**config.mk**
```make
export PLATFORM = sky130hd
export DESIGN_NAME = bmem_line_adapter
export DESIGN_NICKNAME = d
export VERILOG_FILES = /design/src/rtl/bmem_line_adapter.sv
export SDC_FILE = /design/constraint.sdc
export NUM_CORES = 2
export LEC_CHECK = 0
export CAP_MARGIN = 30
export CORE_AREA = 2 2 387 389
export DETAILED_ROUTE_END_ITERATION = 12
export DIE_AREA = 0 0 389 391
export PLACE_DENSITY = 0.59
export SLEW_MARGIN = 40
export SYNTH_ARGS = -nofsm -noshare
export SYNTH_HDL_FRONTEND = slang
export SYNTH_SLANG_ARGS = --single-unit
```
**constraint.sdc**
```tcl
create_clock -name clk -period 2.2 [get_ports clk]
set_input_delay 0.33 -clock clk [delete_from_list [all_inputs] [get_ports clk]]
set_output_delay 0.33 -clock clk [all_outputs]
set_load 0.1 [all_outputs]
```
**src/rtl/bmem_line_adapter.sv**
```systemverilog
// Initiator side of the burst-memory interface: round-robin arbitration between the
// I-cache and D-cache, turning each whole-line request into one 4-beat bmem burst.
module bmem_line_adapter #(
    parameter int unsigned ADDR_W = 32,
    parameter int unsigned LINE_W = 256,
    parameter int unsigned BEAT_W = 64
) (
    input  logic              clk,
    input  logic              rst,
    input  logic [ADDR_W-1:0] ic_addr,
    input  logic              ic_read,
    output logic [LINE_W-1:0] ic_rdata,
    output logic              ic_resp,
    input  logic [ADDR_W-1:0] dc_addr,
    input  logic              dc_read,
    input  logic              dc_write,
    input  logic [LINE_W-1:0] dc_wdata,
    output logic [LINE_W-1:0] dc_rdata,
    output logic              dc_resp,
    output logic [ADDR_W-1:0] bmem_address,
    output logic              bmem_read,
    output logic              bmem_write,
    output logic [BEAT_W-1:0] bmem_wdata,
    input  logic [BEAT_W-1:0] bmem_rdata,
    input  logic              bmem_resp
);
    localparam int unsigned BEATS      = LINE_W / BEAT_W;
    localparam int unsigned CNT_W      = $clog2(BEATS);
    localparam int unsigned LINE_BYTES = LINE_W / 8;
    localparam int unsigned HOLD_W     = LINE_W - BEAT_W;
    localparam logic [ADDR_W-1:0] LINE_MASK = ~ADDR_W'(LINE_BYTES - 1);

    typedef enum logic [2:0] {
        S_IDLE,
        S_RD_CMD,
        S_RD_BEATS,
        S_WR_BEATS,
        S_WR_WAIT,
        S_DONE
    } state_t;

    state_t            state;
    state_t            state_next;
    logic [CNT_W-1:0]  cnt;
    logic              last_grant_dc;
    logic              grant_dc;
    logic [HOLD_W-1:0] rd_hold;
    logic [HOLD_W-1:0] wr_hold;

    logic              ic_req_c;
    logic              dc_req_c;
    logic              pick_dc_c;
    logic              last_beat_c;
    logic [ADDR_W-1:0] req_addr_c;

    // Arbitration and next-state selection
    always_comb begin
        state_next  = state;
        ic_req_c    = ic_read;
        dc_req_c    = dc_read | dc_write;
        pick_dc_c   = dc_req_c && (!ic_req_c || !last_grant_dc);
        req_addr_c  = (pick_dc_c ? dc_addr : ic_addr) & LINE_MASK;
        last_beat_c = (cnt == CNT_W'(BEATS - 1));
        case (state)
            S_IDLE: begin
                if (pick_dc_c) begin
                    state_next = dc_write ? S_WR_BEATS : S_RD_CMD;
                end else if (ic_req_c) begin
                    state_next = S_RD_CMD;
                end
            end
            S_RD_CMD:   state_next = S_RD_BEATS;
            S_RD_BEATS: if (bmem_resp && last_beat_c) state_next = S_DONE;
            S_WR_BEATS: if (last_beat_c) state_next = S_WR_WAIT;
            S_WR_WAIT:  if (bmem_resp) state_next = S_DONE;
            S_DONE:     state_next = S_IDLE;
            default:    state_next = S_IDLE;
        endcase
    end

    // State register, beat datapath and registered outputs
    always_ff @(posedge clk) begin
        if (!rst) begin
            state         <= S_IDLE;
            cnt           <= '0;
            last_grant_dc <= 1'b0;
            grant_dc      <= 1'b0;
            rd_hold       <= '0;
            wr_hold       <= '0;
            ic_rdata      <= '0;
            ic_resp       <= 1'b0;
            dc_rdata      <= '0;
            dc_resp       <= 1'b0;
            bmem_address  <= '0;
            bmem_read     <= 1'b0;
            bmem_write    <= 1'b0;
            bmem_wdata    <= '0;
        end else begin
            state     <= state_next;
            ic_resp   <= 1'b0;
            dc_resp   <= 1'b0;
            bmem_read <= 1'b0;
            case (state)
                S_IDLE: begin
                    if (state_next != S_IDLE) begin
                        grant_dc      <= pick_dc_c;
                        last_grant_dc <= pick_dc_c;
                        cnt           <= '0;
                        bmem_address  <= req_addr_c;
                        if (state_next == S_WR_BEATS) begin
                            bmem_write <= 1'b1;
                            bmem_wdata <= dc_wdata[BEAT_W-1:0];
                            wr_hold    <= dc_wdata[LINE_W-1:BEAT_W];
                        end else begin
                            bmem_read <= 1'b1;
                        end
                    end
                end
                S_RD_CMD: begin
                    bmem_address <= '0;
                end
                S_RD_BEATS: begin
                    // Beats arrive low-order first; shift them down so beat 0 lands at [63:0]
                    if (bmem_resp) begin
                        cnt     <= cnt + CNT_W'(1);
                        rd_hold <= {bmem_rdata, rd_hold[HOLD_W-1:BEAT_W]};
                        if (last_beat_c) begin
                            if (grant_dc) begin
                                dc_resp  <= 1'b1;
                                dc_rdata <= {bmem_rdata, rd_hold};
                            end else begin
                                ic_resp  <= 1'b1;
                                ic_rdata <= {bmem_rdata, rd_hold};
                            end
                        end
                    end
                end
                S_WR_BEATS: begin
                    cnt <= cnt + CNT_W'(1);
                    if (last_beat_c) begin
                        bmem_write   <= 1'b0;
                        bmem_wdata   <= '0;
                        bmem_address <= '0;
                    end else begin
                        bmem_wdata <= wr_hold[BEAT_W-1:0];
                        wr_hold    <= wr_hold >> BEAT_W;
                    end
                end
                S_WR_WAIT: begin
                    if (bmem_resp) begin
                        dc_resp <= 1'b1;
                    end
                end
                default: begin
                end
            endcase
        end
    end

endmodule

```
==> results_dict.tcl <==
set metrics [dict create \
    p_total_uw 46900 \
    dp_hpwl_um 113600 \
    status "finished clean" \
    htree_levels 3 \
    pin_count 1002 \
    reg2reg_slack_ns 0.08 \
    synth_edf_count 0 \
    dpl-instance-area_um2 49310 \
    cts-root-buf "clkbuf_16" \
    worstSkewPairLatency_ns 0.74 \
    drv_cap 0 \
    cp-end-kind "flip-flop" \
    fin_tns_setup_ns 0 \
    wl_met1_um 64200 \
    antenna_found_initial 42 \
    p_comb_frac 0.163 \
    cp.required_ns 2.77 \
    p_per_area_nw_per_um2 880.2 \
    min_period_ns 2.119 \
    drc 0 \
    wl_per_cell_um 20.23 \
    fin_nets 5853 \
    fmax_mhz 472.0 \
    ys_warn_count 0 \
    worstHoldPathCells 3 \
    die_x_um 389 \
    rows 142 \
    grt_overflow 0 \
    synth_flop_cell "dfxtp_1" \
    crit_chain "ha_4 > buf_12 > nor3b_1 > a2111oi_0 > buf_4 > a211oi_1" \
    p_seq_frac 0.420 \
    skew_ns 0.07523 \
    net-switching-power_uw 13480 \
    slew_violations 0 \
    p_clk_frac 0.418 \
    path_max_fanout 42 \
    syn_to_final_growth_pct 41.78 \
    vias 35230 \
    reg2reg_depth 6 \
    grt_pass1_vias 33060 \
    timing.slew.headroom 0.4702 \
    p_sw_frac 0.2874 \
    final-hold-violation-count 0 \
    reg2reg_to "bmem_wdata[18]" \
    min_path_type "in -> reg" \
    cp_slowest_cell "a2111oi_0" \
    arrival_ns 2.69 \
    die_h_um 391 \
    drive_gt1_frac 0.2062 \
    cts.path.max_buffers 3 \
    tightest_slew_ns 0.7947 \
    wl_met3_um 11610 \
    whs_ns 0.1778 \
    cts_inserted_buffers 108 \
    worstReg2RegStart "cnt[0]" \
    cts_tree "yes" \
    seq_area_frac_synth 0.5311 \
    finalCritPeriodShare 0.9631 \
    min_to "wr_hold[171]" \
    worstHoldStart "dc_wdata[235]" \
    p_int_uw 33420 \
    wl_met2_um 71050 \
    ir_drop_uv 766.6 \
    start_kind "flip-flop" \
    start_util 0.2530 \
    initialDrtViolationCount 2253 \
    syn_inst 4527 \
    grt_pass1_wl_um 219000 \
    slowest_delay_ns 0.58 \
    grt_usage 0.1897 \
    ant_nets 0 \
    synth_area_um2 37580 \
    die-area_um2 152100 \
    highest_layer "met5" \
    avgSynthCellArea_um2 8.301 \
    io_buffers 986 \
    place.gp.congestion 0.8718 \
    clock-sinks 997 \
    clk_pin_slew_ns 0.06 \
    design_area_um2 53280 \
    setup_viol 0 \
    grt_max_degree 163 \
    rsz0062_at_grt "false" \
    core_um2 148500 \
    dr.pass1.iters 5 \
    async_flop_share 0 \
    ys_types 50 \
    ys_ff_latch 997 \
    worstSetupPathType "reg -> reg" \
    drt-total-wl_um 151900 \
    power.leakage_uw 0.02084 \
    viasPerCell 4.693 \
]
## kinds of logic after synthesis
kind of cell / synth area share
AOI/OAI and AO/OA: 0.1793
adders and majority gates: 0.0006658
buffers and inverters: 0.06016
DFF: 0.5311
muxes: 0.04155
other: 0.00009979
and+or+nand+nor: 0.1871
## worst max-delay path: cells and delay by family (launching register included)
kind	cells	cell delay (ns)
AO/OA/AOI/OAI	2	0.62
adder cells (fa/ha/maj)	1	0.29
buffers and inverters	2	0.44
flip-flops	1	0.43
AND/OR/NAND/NOR	1	0.15
## worst max-delay path by stage
| stage | from | to | slack (ns) |
|---|---|---|---|
| 2_1_floorplan | cnt[0] | bmem_wdata[34] | 0.33 |
| 3_3_place_gp | ic_read | bmem_wdata[18] | -0.26 |
| 3_5_place_dp | ic_read | bmem_wdata[27] | -0.23 |
| 4_1_cts | state[1] | dc_rdata[155] | 0.06 |
| 5_1_grt | cnt[0] | bmem_wdata[34] | 0.01 |
| 6_report | cnt[0] | bmem_wdata[18] | 0.08 |
## layout by cell type, fill, tap and decap left out, types with 2 or more instances in the layout
cell type	instances
clkbuf_16	110
clkdlybuf4s50_1	378
clkbuf_8	30
clkinv_16	6
nor3_1	4
nand2_1	1631
nand2b_1	4
buf_12	61
a2bb2oi_4	2
clkinvlp_4	7
mux2i_1	156
a31oi_1	2
conb_1	5
bufinv_16	12
o221a_2	92
o22ai_1	64
inv_1	131
o21ai_0	13
a211oi_1	64
or4_1	27
o221a_1	36
a21oi_1	710
nor2_1	7
diode_2	9
inv_8	2
clkinv_2	18
nor3b_1	65
clkbuf_1	19
o21ai_1	20
a2111oi_0	65
buf_4	782
dfxtp_2	2
dfxtp_1	994
## area by class of cell
type | count | area [µm²]
clock inverter | 46 | 709.4
antenna | 9 | 22.52
sequential | 997 | 19970
clock buffer | 157 | 3198
inverter | 132 | 503.0
multi-input combinational | 2998 | 15530
timing repair buffer | 1224 | 10920
tap | 1944 | 2432
fill | 15380 | 95250
## per-layer routing
metal | vias to the layer above | GRT usage
met5 | - | 0
met4 | 34 | 0.06427
met3 | 228 | 0.04988
met2 | 1209 | 0.3144
met1 | 16660 | 0.2379
li1 | 17100 | -
## power groups by stage
stage | Sequential [µW] | Combinational [µW] | Clock, µW
floorplan | 21700 | 2980 | 0
global placement | 20100 | 7580 | 0
detailed placement | 20100 | 7640 | 0
CTS | 19700 | 7650 | 20000
global route | 19800 | 8080 | 20700
finish | 19700 | 7630 | 19600
## Yosys cell counts, drive strengths merged, types with 64 or more instances
library cell	count	share of area
nor3b	66	0.013
nand2	1631	0.16
o221a	128	0.038
inv	132	0.013
buf	184	0.025
a2111oi	65	0.015
mux2i	156	0.042
a21oi	710	0.095
o22ai	65	0.011
a211oi	64	0.013
clkbuf	220	0.022
dfxtp	997	0.53
## registers in the layout, summed over array words and instances, names as in the netlist
name / flops
rd_hold: 192
ic_rdata: 256
dc_resp: 1
dc_rdata: 256
bmem_address: 27
ic_resp: 1
cnt: 2
wr_hold: 192
grant_dc: 1
bmem_write: 1
bmem_read: 1
state: 3
bmem_wdata: 64
## metrics by stage
step             util  std cells  setup WS, ns
2_1_floorplan       -       4531        0.3294
3_3_place_gp   0.3320       7293       -0.2591
3_5_place_dp   0.3320       7293       -0.2286
4_1_cts        0.3584       7497       0.05673
5_1_grt        0.3587       7503       0.01459
6_report       0.3587       7507       0.08122
## timing repair
item,4_1_cts,5_1_grt
setup buffers,0,0
gates resized for setup,0,2
endpoints found under the hold margin,8,0
hold buffers,1,0
setup endpoints to repair,0,97
(Power assumes the default switching activity.)
